**src/rtl/core_sequencer_if.sv**
```systemverilog
// rtl/core_sequencer_if.sv - datapath/memory handshake bundle for the core sequencer
interface core_sequencer_if #(
  parameter int CNT_WIDTH = 32
);
  logic                 mem_ready;
  logic                 dec_illegal;
  logic                 dec_load;
  logic                 dec_store;
  logic                 dec_has_rd;
  logic                 dec_ecall;
  logic                 dec_ebreak;
  logic                 ex_redirect;
  logic                 halt_req;
  logic                 resume;
  logic                 fetch_req;
  logic                 ir_we;
  logic                 dec_en;
  logic                 ex_en;
  logic                 mem_req;
  logic                 mem_we;
  logic                 rf_we;
  logic                 pc_we;
  logic [1:0]           pc_sel;
  logic                 trap;
  logic [1:0]           trap_cause;
  logic                 halted;
  logic [CNT_WIDTH-1:0] instret;

  modport master (
    input  mem_ready, dec_illegal, dec_load, dec_store, dec_has_rd,
           dec_ecall, dec_ebreak, ex_redirect, halt_req, resume,
    output fetch_req, ir_we, dec_en, ex_en, mem_req, mem_we, rf_we,
           pc_we, pc_sel, trap, trap_cause, halted, instret
  );

  modport slave (
    output mem_ready, dec_illegal, dec_load, dec_store, dec_has_rd,
           dec_ecall, dec_ebreak, ex_redirect, halt_req, resume,
    input  fetch_req, ir_we, dec_en, ex_en, mem_req, mem_we, rf_we,
           pc_we, pc_sel, trap, trap_cause, halted, instret
  );
endinterface

```
**src/rtl/core_sequencer.sv**
```systemverilog
// rtl/core_sequencer.sv - multi-cycle fetch/decode/execute/memory/writeback control FSM
module core_sequencer #(
  parameter int MEM_TIMEOUT  = 255,
  parameter bit HALT_ON_TRAP = 1'b1,
  parameter int CNT_WIDTH    = 32
) (
  input  logic               clk,
  input  logic               rst_n,
  core_sequencer_if.master   bus
);

  typedef enum logic [2:0] {
    S_FETCH, S_DECODE, S_EXECUTE, S_MEMORY, S_WRITEBACK, S_TRAP, S_HALT
  } state_t;

  localparam int WAIT_W = (MEM_TIMEOUT < 2) ? 1 : $clog2(MEM_TIMEOUT + 1);
  localparam logic [WAIT_W-1:0] WAIT_LAST = WAIT_W'((MEM_TIMEOUT > 0) ? MEM_TIMEOUT - 1 : 0);

  state_t               state, state_next;
  logic [WAIT_W-1:0]    wait_cnt;
  logic [CNT_WIDTH-1:0] instret_q;
  logic [1:0]           cause_q, cause_next;
  logic                 timeout;

  logic fetch_req, ir_we, dec_en, ex_en, mem_req, mem_we, rf_we, pc_we, trap, halted;
  logic [1:0] pc_sel;

  // The last waited cycle without mem_ready is the one that trips the trap.
  assign timeout = (MEM_TIMEOUT != 0) && !bus.mem_ready && (wait_cnt == WAIT_LAST);

  always_comb begin
    state_next = state;
    cause_next = cause_q;
    fetch_req  = 1'b0;
    ir_we      = 1'b0;
    dec_en     = 1'b0;
    ex_en      = 1'b0;
    mem_req    = 1'b0;
    mem_we     = 1'b0;
    rf_we      = 1'b0;
    pc_we      = 1'b0;
    pc_sel     = 2'b00;
    trap       = 1'b0;
    halted     = 1'b0;
    case (state)
      S_FETCH: begin
        fetch_req = 1'b1;
        if (bus.mem_ready) begin
          ir_we      = 1'b1;
          state_next = S_DECODE;
        end else if (timeout) begin
          state_next = S_TRAP;
          cause_next = 2'd3;
        end
      end
      S_DECODE: begin
        dec_en = 1'b1;
        if (bus.dec_illegal) begin
          state_next = S_TRAP;
          cause_next = 2'd0;
        end else begin
          state_next = S_EXECUTE;
        end
      end
      S_EXECUTE: begin
        ex_en = 1'b1;
        if (bus.dec_ecall) begin
          state_next = S_TRAP;
          cause_next = 2'd1;
        end else if (bus.dec_ebreak) begin
          state_next = S_TRAP;
          cause_next = 2'd2;
        end else if (bus.dec_load || bus.dec_store) begin
          state_next = S_MEMORY;
        end else begin
          state_next = S_WRITEBACK;
        end
      end
      S_MEMORY: begin
        mem_req = 1'b1;
        mem_we  = bus.dec_store;
        if (bus.mem_ready) begin
          state_next = S_WRITEBACK;
        end else if (timeout) begin
          state_next = S_TRAP;
          cause_next = 2'd3;
        end
      end
      S_WRITEBACK: begin
        rf_we      = bus.dec_has_rd && !bus.dec_store;
        pc_we      = 1'b1;
        pc_sel     = bus.ex_redirect ? 2'b01 : 2'b00;
        state_next = bus.halt_req ? S_HALT : S_FETCH;
      end
      S_TRAP: begin
        trap       = 1'b1;
        pc_we      = 1'b1;
        pc_sel     = 2'b10;
        state_next = HALT_ON_TRAP ? S_HALT : S_FETCH;
      end
      S_HALT: begin
        halted = 1'b1;
        if (bus.resume) state_next = S_FETCH;
      end
      default: state_next = S_FETCH;
    endcase
  end

  always_ff @(posedge clk or negedge rst_n) begin
    if (!rst_n) begin
      state     <= S_FETCH;
      wait_cnt  <= '0;
      instret_q <= '0;
      cause_q   <= 2'd0;
    end else begin
      state <= state_next;
      if (state_next == S_TRAP) cause_q <= cause_next;
      // Staying in a wait state implies mem_ready was low; any state change restarts the count.
      if ((state == S_FETCH || state == S_MEMORY) && state_next == state)
        wait_cnt <= wait_cnt + 1'b1;
      else
        wait_cnt <= '0;
      if (state == S_WRITEBACK) instret_q <= instret_q + 1'b1;
    end
  end

  assign bus.fetch_req  = fetch_req;
  assign bus.ir_we      = ir_we;
  assign bus.dec_en     = dec_en;
  assign bus.ex_en      = ex_en;
  assign bus.mem_req    = mem_req;
  assign bus.mem_we     = mem_we;
  assign bus.rf_we      = rf_we;
  assign bus.pc_we      = pc_we;
  assign bus.pc_sel     = pc_sel;
  assign bus.trap       = trap;
  assign bus.trap_cause = cause_q;
  assign bus.halted     = halted;
  assign bus.instret    = instret_q;

endmodule

```
**src/flat_wrapper.sv**
```systemverilog
// flat-port wrapper written by rule: the top's interface ports become plain ports
module core_sequencer_flat 
#(
  parameter int MEM_TIMEOUT  = 255,
  parameter bit HALT_ON_TRAP = 1'b1,
  parameter int CNT_WIDTH    = 32
)
  (clk, rst_n, bus_mem_ready, bus_dec_illegal, bus_dec_load, bus_dec_store, bus_dec_has_rd, bus_dec_ecall, bus_dec_ebreak, bus_ex_redirect, bus_halt_req, bus_resume, bus_fetch_req, bus_ir_we, bus_dec_en, bus_ex_en, bus_mem_req, bus_mem_we, bus_rf_we, bus_pc_we, bus_pc_sel, bus_trap, bus_trap_cause, bus_halted, bus_instret);
  core_sequencer_if #(.CNT_WIDTH(CNT_WIDTH)) bus_i ();
  input  logic clk;
  input  logic rst_n;
  input wire logic [$bits(bus_i.mem_ready)-1:0] bus_mem_ready;
  input wire logic [$bits(bus_i.dec_illegal)-1:0] bus_dec_illegal;
  input wire logic [$bits(bus_i.dec_load)-1:0] bus_dec_load;
  input wire logic [$bits(bus_i.dec_store)-1:0] bus_dec_store;
  input wire logic [$bits(bus_i.dec_has_rd)-1:0] bus_dec_has_rd;
  input wire logic [$bits(bus_i.dec_ecall)-1:0] bus_dec_ecall;
  input wire logic [$bits(bus_i.dec_ebreak)-1:0] bus_dec_ebreak;
  input wire logic [$bits(bus_i.ex_redirect)-1:0] bus_ex_redirect;
  input wire logic [$bits(bus_i.halt_req)-1:0] bus_halt_req;
  input wire logic [$bits(bus_i.resume)-1:0] bus_resume;
  output wire logic [$bits(bus_i.fetch_req)-1:0] bus_fetch_req;
  output wire logic [$bits(bus_i.ir_we)-1:0] bus_ir_we;
  output wire logic [$bits(bus_i.dec_en)-1:0] bus_dec_en;
  output wire logic [$bits(bus_i.ex_en)-1:0] bus_ex_en;
  output wire logic [$bits(bus_i.mem_req)-1:0] bus_mem_req;
  output wire logic [$bits(bus_i.mem_we)-1:0] bus_mem_we;
  output wire logic [$bits(bus_i.rf_we)-1:0] bus_rf_we;
  output wire logic [$bits(bus_i.pc_we)-1:0] bus_pc_we;
  output wire logic [$bits(bus_i.pc_sel)-1:0] bus_pc_sel;
  output wire logic [$bits(bus_i.trap)-1:0] bus_trap;
  output wire logic [$bits(bus_i.trap_cause)-1:0] bus_trap_cause;
  output wire logic [$bits(bus_i.halted)-1:0] bus_halted;
  output wire logic [$bits(bus_i.instret)-1:0] bus_instret;
  assign bus_i.mem_ready = bus_mem_ready;
  assign bus_i.dec_illegal = bus_dec_illegal;
  assign bus_i.dec_load = bus_dec_load;
  assign bus_i.dec_store = bus_dec_store;
  assign bus_i.dec_has_rd = bus_dec_has_rd;
  assign bus_i.dec_ecall = bus_dec_ecall;
  assign bus_i.dec_ebreak = bus_dec_ebreak;
  assign bus_i.ex_redirect = bus_ex_redirect;
  assign bus_i.halt_req = bus_halt_req;
  assign bus_i.resume = bus_resume;
  assign bus_fetch_req = bus_i.fetch_req;
  assign bus_ir_we = bus_i.ir_we;
  assign bus_dec_en = bus_i.dec_en;
  assign bus_ex_en = bus_i.ex_en;
  assign bus_mem_req = bus_i.mem_req;
  assign bus_mem_we = bus_i.mem_we;
  assign bus_rf_we = bus_i.rf_we;
  assign bus_pc_we = bus_i.pc_we;
  assign bus_pc_sel = bus_i.pc_sel;
  assign bus_trap = bus_i.trap;
  assign bus_trap_cause = bus_i.trap_cause;
  assign bus_halted = bus_i.halted;
  assign bus_instret = bus_i.instret;
  core_sequencer #(.MEM_TIMEOUT(MEM_TIMEOUT), .HALT_ON_TRAP(HALT_ON_TRAP), .CNT_WIDTH(CNT_WIDTH)) u_core (.clk(clk), .rst_n(rst_n), .bus(bus_i));
endmodule
```
**config.mk**
```make
export PLATFORM = sky130hd
export DESIGN_NAME = core_sequencer_flat
export DESIGN_NICKNAME = d
export VERILOG_FILES = /design/src/rtl/core_sequencer_if.sv /design/src/rtl/core_sequencer.sv /design/src/flat_wrapper.sv
export SDC_FILE = /design/constraint.sdc
export NUM_CORES = 1
export LEC_CHECK = 0
export CAP_MARGIN = 10
export CORE_ASPECT_RATIO = 0.9
export CORE_UTILIZATION = 38
export DETAILED_ROUTE_END_ITERATION = 16
export SYNTH_ARGS = -nofsm -noshare
export SYNTH_HDL_FRONTEND = slang
export SYNTH_SLANG_ARGS = --single-unit
```
**constraint.sdc**
```tcl
create_clock -name clk -period 2.41 [get_ports clk]
set_input_delay 0.241 -clock clk [delete_from_list [all_inputs] [get_ports clk]]
set_output_delay 0.241 -clock clk [all_outputs]
set_load 0.02 [all_outputs]
```
---- Word level (Yosys, flattened, before mapping) ----
Index checks and enable logic that the tools add are counted.
storage, ports and cells
  register bits after elaboration ......... 45
  bits in latches ......................... 0
  RAM bits ................................ 0
  ROM bits ................................ 0
  input bits .............................. 12
  output and inout bits ................... 46
  word-level logic and storage cells ...... 61
  memories kept ........................... 0
operators by class
  add/subtract/negate cells ............... 2
  $mul .................................... 0
  divide/modulo/power cells ............... 0
  $lt $le $gt $ge ......................... 0
  equality and inequality tests ........... 13
  shift operators ......................... 0
  multiplexer cells ....................... 30
  bitwise gates (word level) .............. 0
  reduce and logical (&&, ||, !) cells .... 12
operators by type and width
  kind                                                                      number
  32-bit by 1-bit adder with 32-bit output (second input constant)          1
  3-bit 2-to-1 mux                                                          9
  3-bit one-hot mux with 7 select lines                                     1
  3-bit == test (second input constant)                                     4
  1-bit 2-to-1 mux                                                          12
  2-bit 2-to-1 mux                                                          5
  8-bit by 1-bit adder with 8-bit output (second input constant)            1
  8-bit == test (second input constant)                                     1
  8-bit 2-to-1 mux                                                          1
  3-bit by 2-bit == test with 1-bit output (second input constant)          2
  2-bit one-hot mux with 3 select lines                                     1
  6-bit AND reduction                                                       1
  2-bit inequality test (second input constant)                             2
  2-bit one-hot mux with 2 select lines                                     1
  2-bit OR reduction                                                        2
  3-bit by 1-bit == test with 1-bit output (second input constant)          1
  3-bit == test                                                             1
  1-bit logical AND                                                         3
  3-bit logical NOT                                                         1
  3-bit inequality test (second input constant)                             1
  3-bit nonzero test                                                        1
  1-bit logical NOT                                                         2
  1-bit logical OR                                                          2
  2-bit by 1-bit inequality test with 1-bit output (second input constant)  1

---- Logic depth before layout (Yosys ltp) ----
  depth after elaboration ................. 8
  depth in mapped cells ................... 7
  mapped depth without buffers ............ 7

---- Worst setup path after synthesis ----
No wires, ideal clock.
  path type ............................... register to register
  from .................................... reg u_core.instret_q[12], in the netlist u_core.bus.instret[12]
  to ...................................... reg u_core.instret_q[29], in the netlist u_core.bus.instret[29]
  library setup time ...................... 129 ps
  data arrival time ....................... 1634 ps
  data required time ...................... 2281 ps
  setup slack ............................. 647 ps
  cell stages (with the launch flop) ...... 6
  clock period less this slack ............ 1763 ps
  path through ............................ dfrtp_1 -> and4_2 -> nand4_4 -> nor4_4 -> nand3_1 -> xnor2_1
on the way
  longest elaborated chain between the ends .. 1
RTL lines
  element                                   line                   text
  start, declared                           core_sequencer.sv:21   logic [CNT_WIDTH-1:0] instret_q;
  start signal, assigned                    core_sequencer.sv:123  if (state == S_WRITEBACK) instret_q <= instret_q + 1'b1;
  32-bit by 1-bit adder with 32-bit output  core_sequencer.sv:123
Every way passes these cells.
A chain may end at the register's enable or synchronous reset.

---- Worst setup path in the final report ----
  from .................................... reg u_core.state[2]
  to ...................................... out bus_ex_en
on the way
  longest elaborated chain between the ends .. 2
RTL lines
  element                                   line                   text
  start, declared                           core_sequencer.sv:19   state_t state, state_next;
  start signal, assigned                    core_sequencer.sv:116  state <= state_next;
  3-bit by 2-bit == test with 1-bit output  core_sequencer.sv:45   case (state)
  1-bit 2-to-1 mux                          core_sequencer.sv:45
  end, declared                             flat_wrapper.sv:25     output wire logic [$bits(bus_i.ex_en)-1:0] bus_ex_en;
Every way passes these cells.

==> qor.yml <==
status:
  run_status: "completed"
setup_path:
  critical_path_class: "register to output pin"
  crit_path_cell_trace: "buf_4, or3_1, inv_1, clkdlybuf4s50_1"
  critPathCaptureType: "output pin"
  cp.arrival_ns: 2.04
  worst-path-buf-inv: 3
  cp_data_required_time_ns: 2.17
  critical_path_peak_fanout: 9
  crit_path_max_incr_delay_ns: 0.61
  crit_path_start_kind: "register"
  internal_reg_to_reg_setup_slack_ns: 0.52
  crit_path_top_delay_cell: "clkdlybuf4s50_1"
  worst_path_dominant_cell_family: "buffers and inverters"
finish:
  antennaDiodeCount: 0
  multi_input_comb_area_sq_um: 1254
  nets: 302
  fillers: 584
  areaGrowthSynthToFinish_pct: 31.86
  post_route_cells_drive_above_1_share_pct: 12.15
  mostFrequentLayoutCell: "clkdlybuf4s50_1"
  seq_area_sq_um: 1126
  layout.cells.most_common_list: "clkdlybuf4s50_1 (55), dfrtp_1 (45), xnor2_1 (27), nor2_1 (23), nand2_1 (17)"
detailed_routing:
  wl_um: 4730
  drc: 0
  routed-via-count: 1824
  drt-pass1-iter-count: 4
  antenna_left: 0
  vias_per_cell: 4.864
  wl_per_cell_um: 12.61
  drt_iter0_markers: 70
logic_synthesis:
  synth_top_flop_cell: "dfrtp_1"
  post_synthesis_average_cell_area_sq_um: 10.92
  post_synth_design_cell_area_sq_um: 2435
  ys_ff_latch: 45
  synth_seq_area_share_pct: 46.25
  yosys.cell_types.count: 48
  ys_warn_count: 0
  cell_count_after_synthesis: 223
  synth_nets: 238
  ys_async_sr_fraction_pct: 100.0
  synth_enable_flop_cells: 0
cts:
  cts.repair_timing.setup_buffer_count: 0
  cts.sinks: 45
  tritoncts_clock_tree: "done"
  cts_hold_buffers: 0
  clkTransAtPathRegs_ns: 0.09
  cts_made_buffers: 5
  cts_repair_resizes: 0
  clk_path_buf_depth: 2
  cts_root_buffer: "clkbuf_8"
  worst_skew_late_latency_ns: 0.30
  number_of_levels_in_the_clock_h_tree: 2
timing:
  final_hold_viol_count: 0
  finalCritPeriodShare_pct: 94.85
  slew_worst_pin_ns: 0.5602
  finalClockSkew_ns: 0.007258
  timing.setup.tns_ns: 0
  setup_violation_total_in_the_final_timing_report: 0
  unrepaired_setup_endpoints_after_global_routing: "no"
  report.final.slew_viol_count: 0
  fmax_mhz: 437.5
  timing.slew.headroom_pct: 62.65
  worst_hold_slack_ns: 0.002773
  period_minus_slack_ns: 2.286
worst_hold_path:
  hold_path_class: "primary input to async pin"
die:
  fp-row-count: 27
  floorplan.die.width_um: 86.38
  die_area_sq_um: 6732
  chipHeight_um: 77.94
  start_util_pct: 39.60
  pin_count: 58
  core_region_area_sq_um: 6148
power_and_ir_drop:
  switchingPower_uw: 977.9
  pwr-share-seq_pct: 38.8
  cellPowerDensity_nw_per_um2: 786.4
  power.static_leakage_uw: 0.001412
  worst_ir_drop_vdd_v: 0.0006596
  pwr-share-clk_pct: 18.4
  p_int_uw: 1547
  sw_frac_of_total_pct: 38.73
  combinationalPowerShare_pct: 42.8
global_route:
  maximum_number_of_pins_on_one_net_before_global_route_repair: 46
  grt_antenna_before_repair: 0
  grt_first_pass_wirelength_um: 8445
  first_global_vias: 1775
  global_route.usage.total_pct: 16.03
  globalRoute.totalOverflow: 0
flow_run:
  max_cap_viol_count: 0
place:
  gp_congestion: 0.8826
  numPortBuffers: 57
  dp_hpwl_um: 3499
-- flip-flops by register name (all words and copies together), names as in the netlist --
name,flops
u_core.bus.instret,32
u_core.bus.trap_cause,2
u_core.state,3
u_core.wait_cnt,8
-- cells in the mapped netlist, types with 4 or more instances --
master / n / share of area [%]
and3_1: 8 / 2.1
inv_1: 9 / 1.4
nor2_1: 23 / 3.5
nand3_1: 14 / 2.9
nand4_1: 6 / 1.5
xnor2_1: 27 / 9.7
xor2_1: 10 / 3.6
and2_1: 4 / 1.0
o21ai_0: 5 / 1.0
dfrtp_1: 45 / 46
nand2_1: 17 / 2.6
-- worst reg2reg max path, delay by kind of cell (launching register included) --
family / cells / cell delay [ns]
AOI/OAI and AO/OA: 3 / 0.74
buffers and inverters: 1 / 0.24
DFF: 1 / 0.46
and+or+nand+nor: 2 / 0.40
-- power groups by stage --
| stage | logic (uW) | clock network [uW] | registers [uW] |
|---|---|---|---|
| after global placement | 1090 | 0 | 996 |
| final | 1080 | 466 | 979 |
| after global routing | 1180 | 523 | 996 |
| after detailed placement | 1090 | 0 | 994 |
| after floorplan | 650 | 0 | 1020 |
| after CTS | 1090 | 493 | 981 |
-- layout make-up --
type / instances / area share (%)
clock buffers: 5 / 2.143
multi-input cells: 165 / 39.05
repair buffers: 61 / 18.63
well taps: 87 / 3.390
clock inverters: 3 / 0.6625
flip-flops and latches: 45 / 35.07
inverters: 9 / 1.052
-- per-layer routing --
layer / routed length, um / track usage [%] / vias up
met5: 0 / 0 / -
met4: 101 / 5.833 / 0
met3: 190 / 3.298 / 10
met2: 2165 / 25.08 / 41
met1: 2273 / 21.85 / 861
li1: - / - / 912
-- final timing paths --
path,endpoint,start,cells past startpoint
max,bus_ex_en,u_core.state[2]$_DFF_PN0_,4
max reg2reg,u_core.bus.trap_cause[1]$_DFFE_PN0P_,u_core.state[1]$_DFF_PN0_,6
max in group asynchronous,u_core.bus.trap_cause[0]$_DFFE_PN0P_,rst_n,2
min reg2reg,u_core.bus.instret[31]$_DFFE_PN0N_,u_core.bus.instret[31]$_DFFE_PN0N_,1
min,u_core.bus.instret[7]$_DFFE_PN0N_,rst_n,2
min in group clk,u_core.bus.instret[31]$_DFFE_PN0N_,u_core.bus.instret[31]$_DFFE_PN0N_,1
-- kinds of logic after synthesis --
| kind of cell | after synthesis | synth area share (%) |
|---|---|---|
| multiplexers | 1 | 0.4625 |
| AND/OR/NAND/NOR | 106 | 29.96 |
| XOR/XNOR | 37 | 13.31 |
| adder cells (fa/ha/maj) | 3 | 1.542 |
| flip-flops | 45 | 46.25 |
| buffers and inverters | 13 | 2.261 |
| AO/OA/AOI/OAI | 18 | 6.218 |
-- through the flow --
step / area [sq um] / setup WS (ns) / std cells / util, % / power, uW
finish: 3211 / 0.1241 / 375 / 52.22 / 2525
global route: 3211 / 0.08375 / 375 / 52.22 / 2694
CTS: 3208 / 0.08567 / 375 / 52.18 / 2564
detailed placement: 3118 / 0.2671 / 367 / 50.71 / 2081
global placement: 3118 / 0.3290 / 367 / 50.71 / 2084
floorplan: 2435 / 0.6473 / 223 / - / 1675
(Power assumes the default switching activity.)
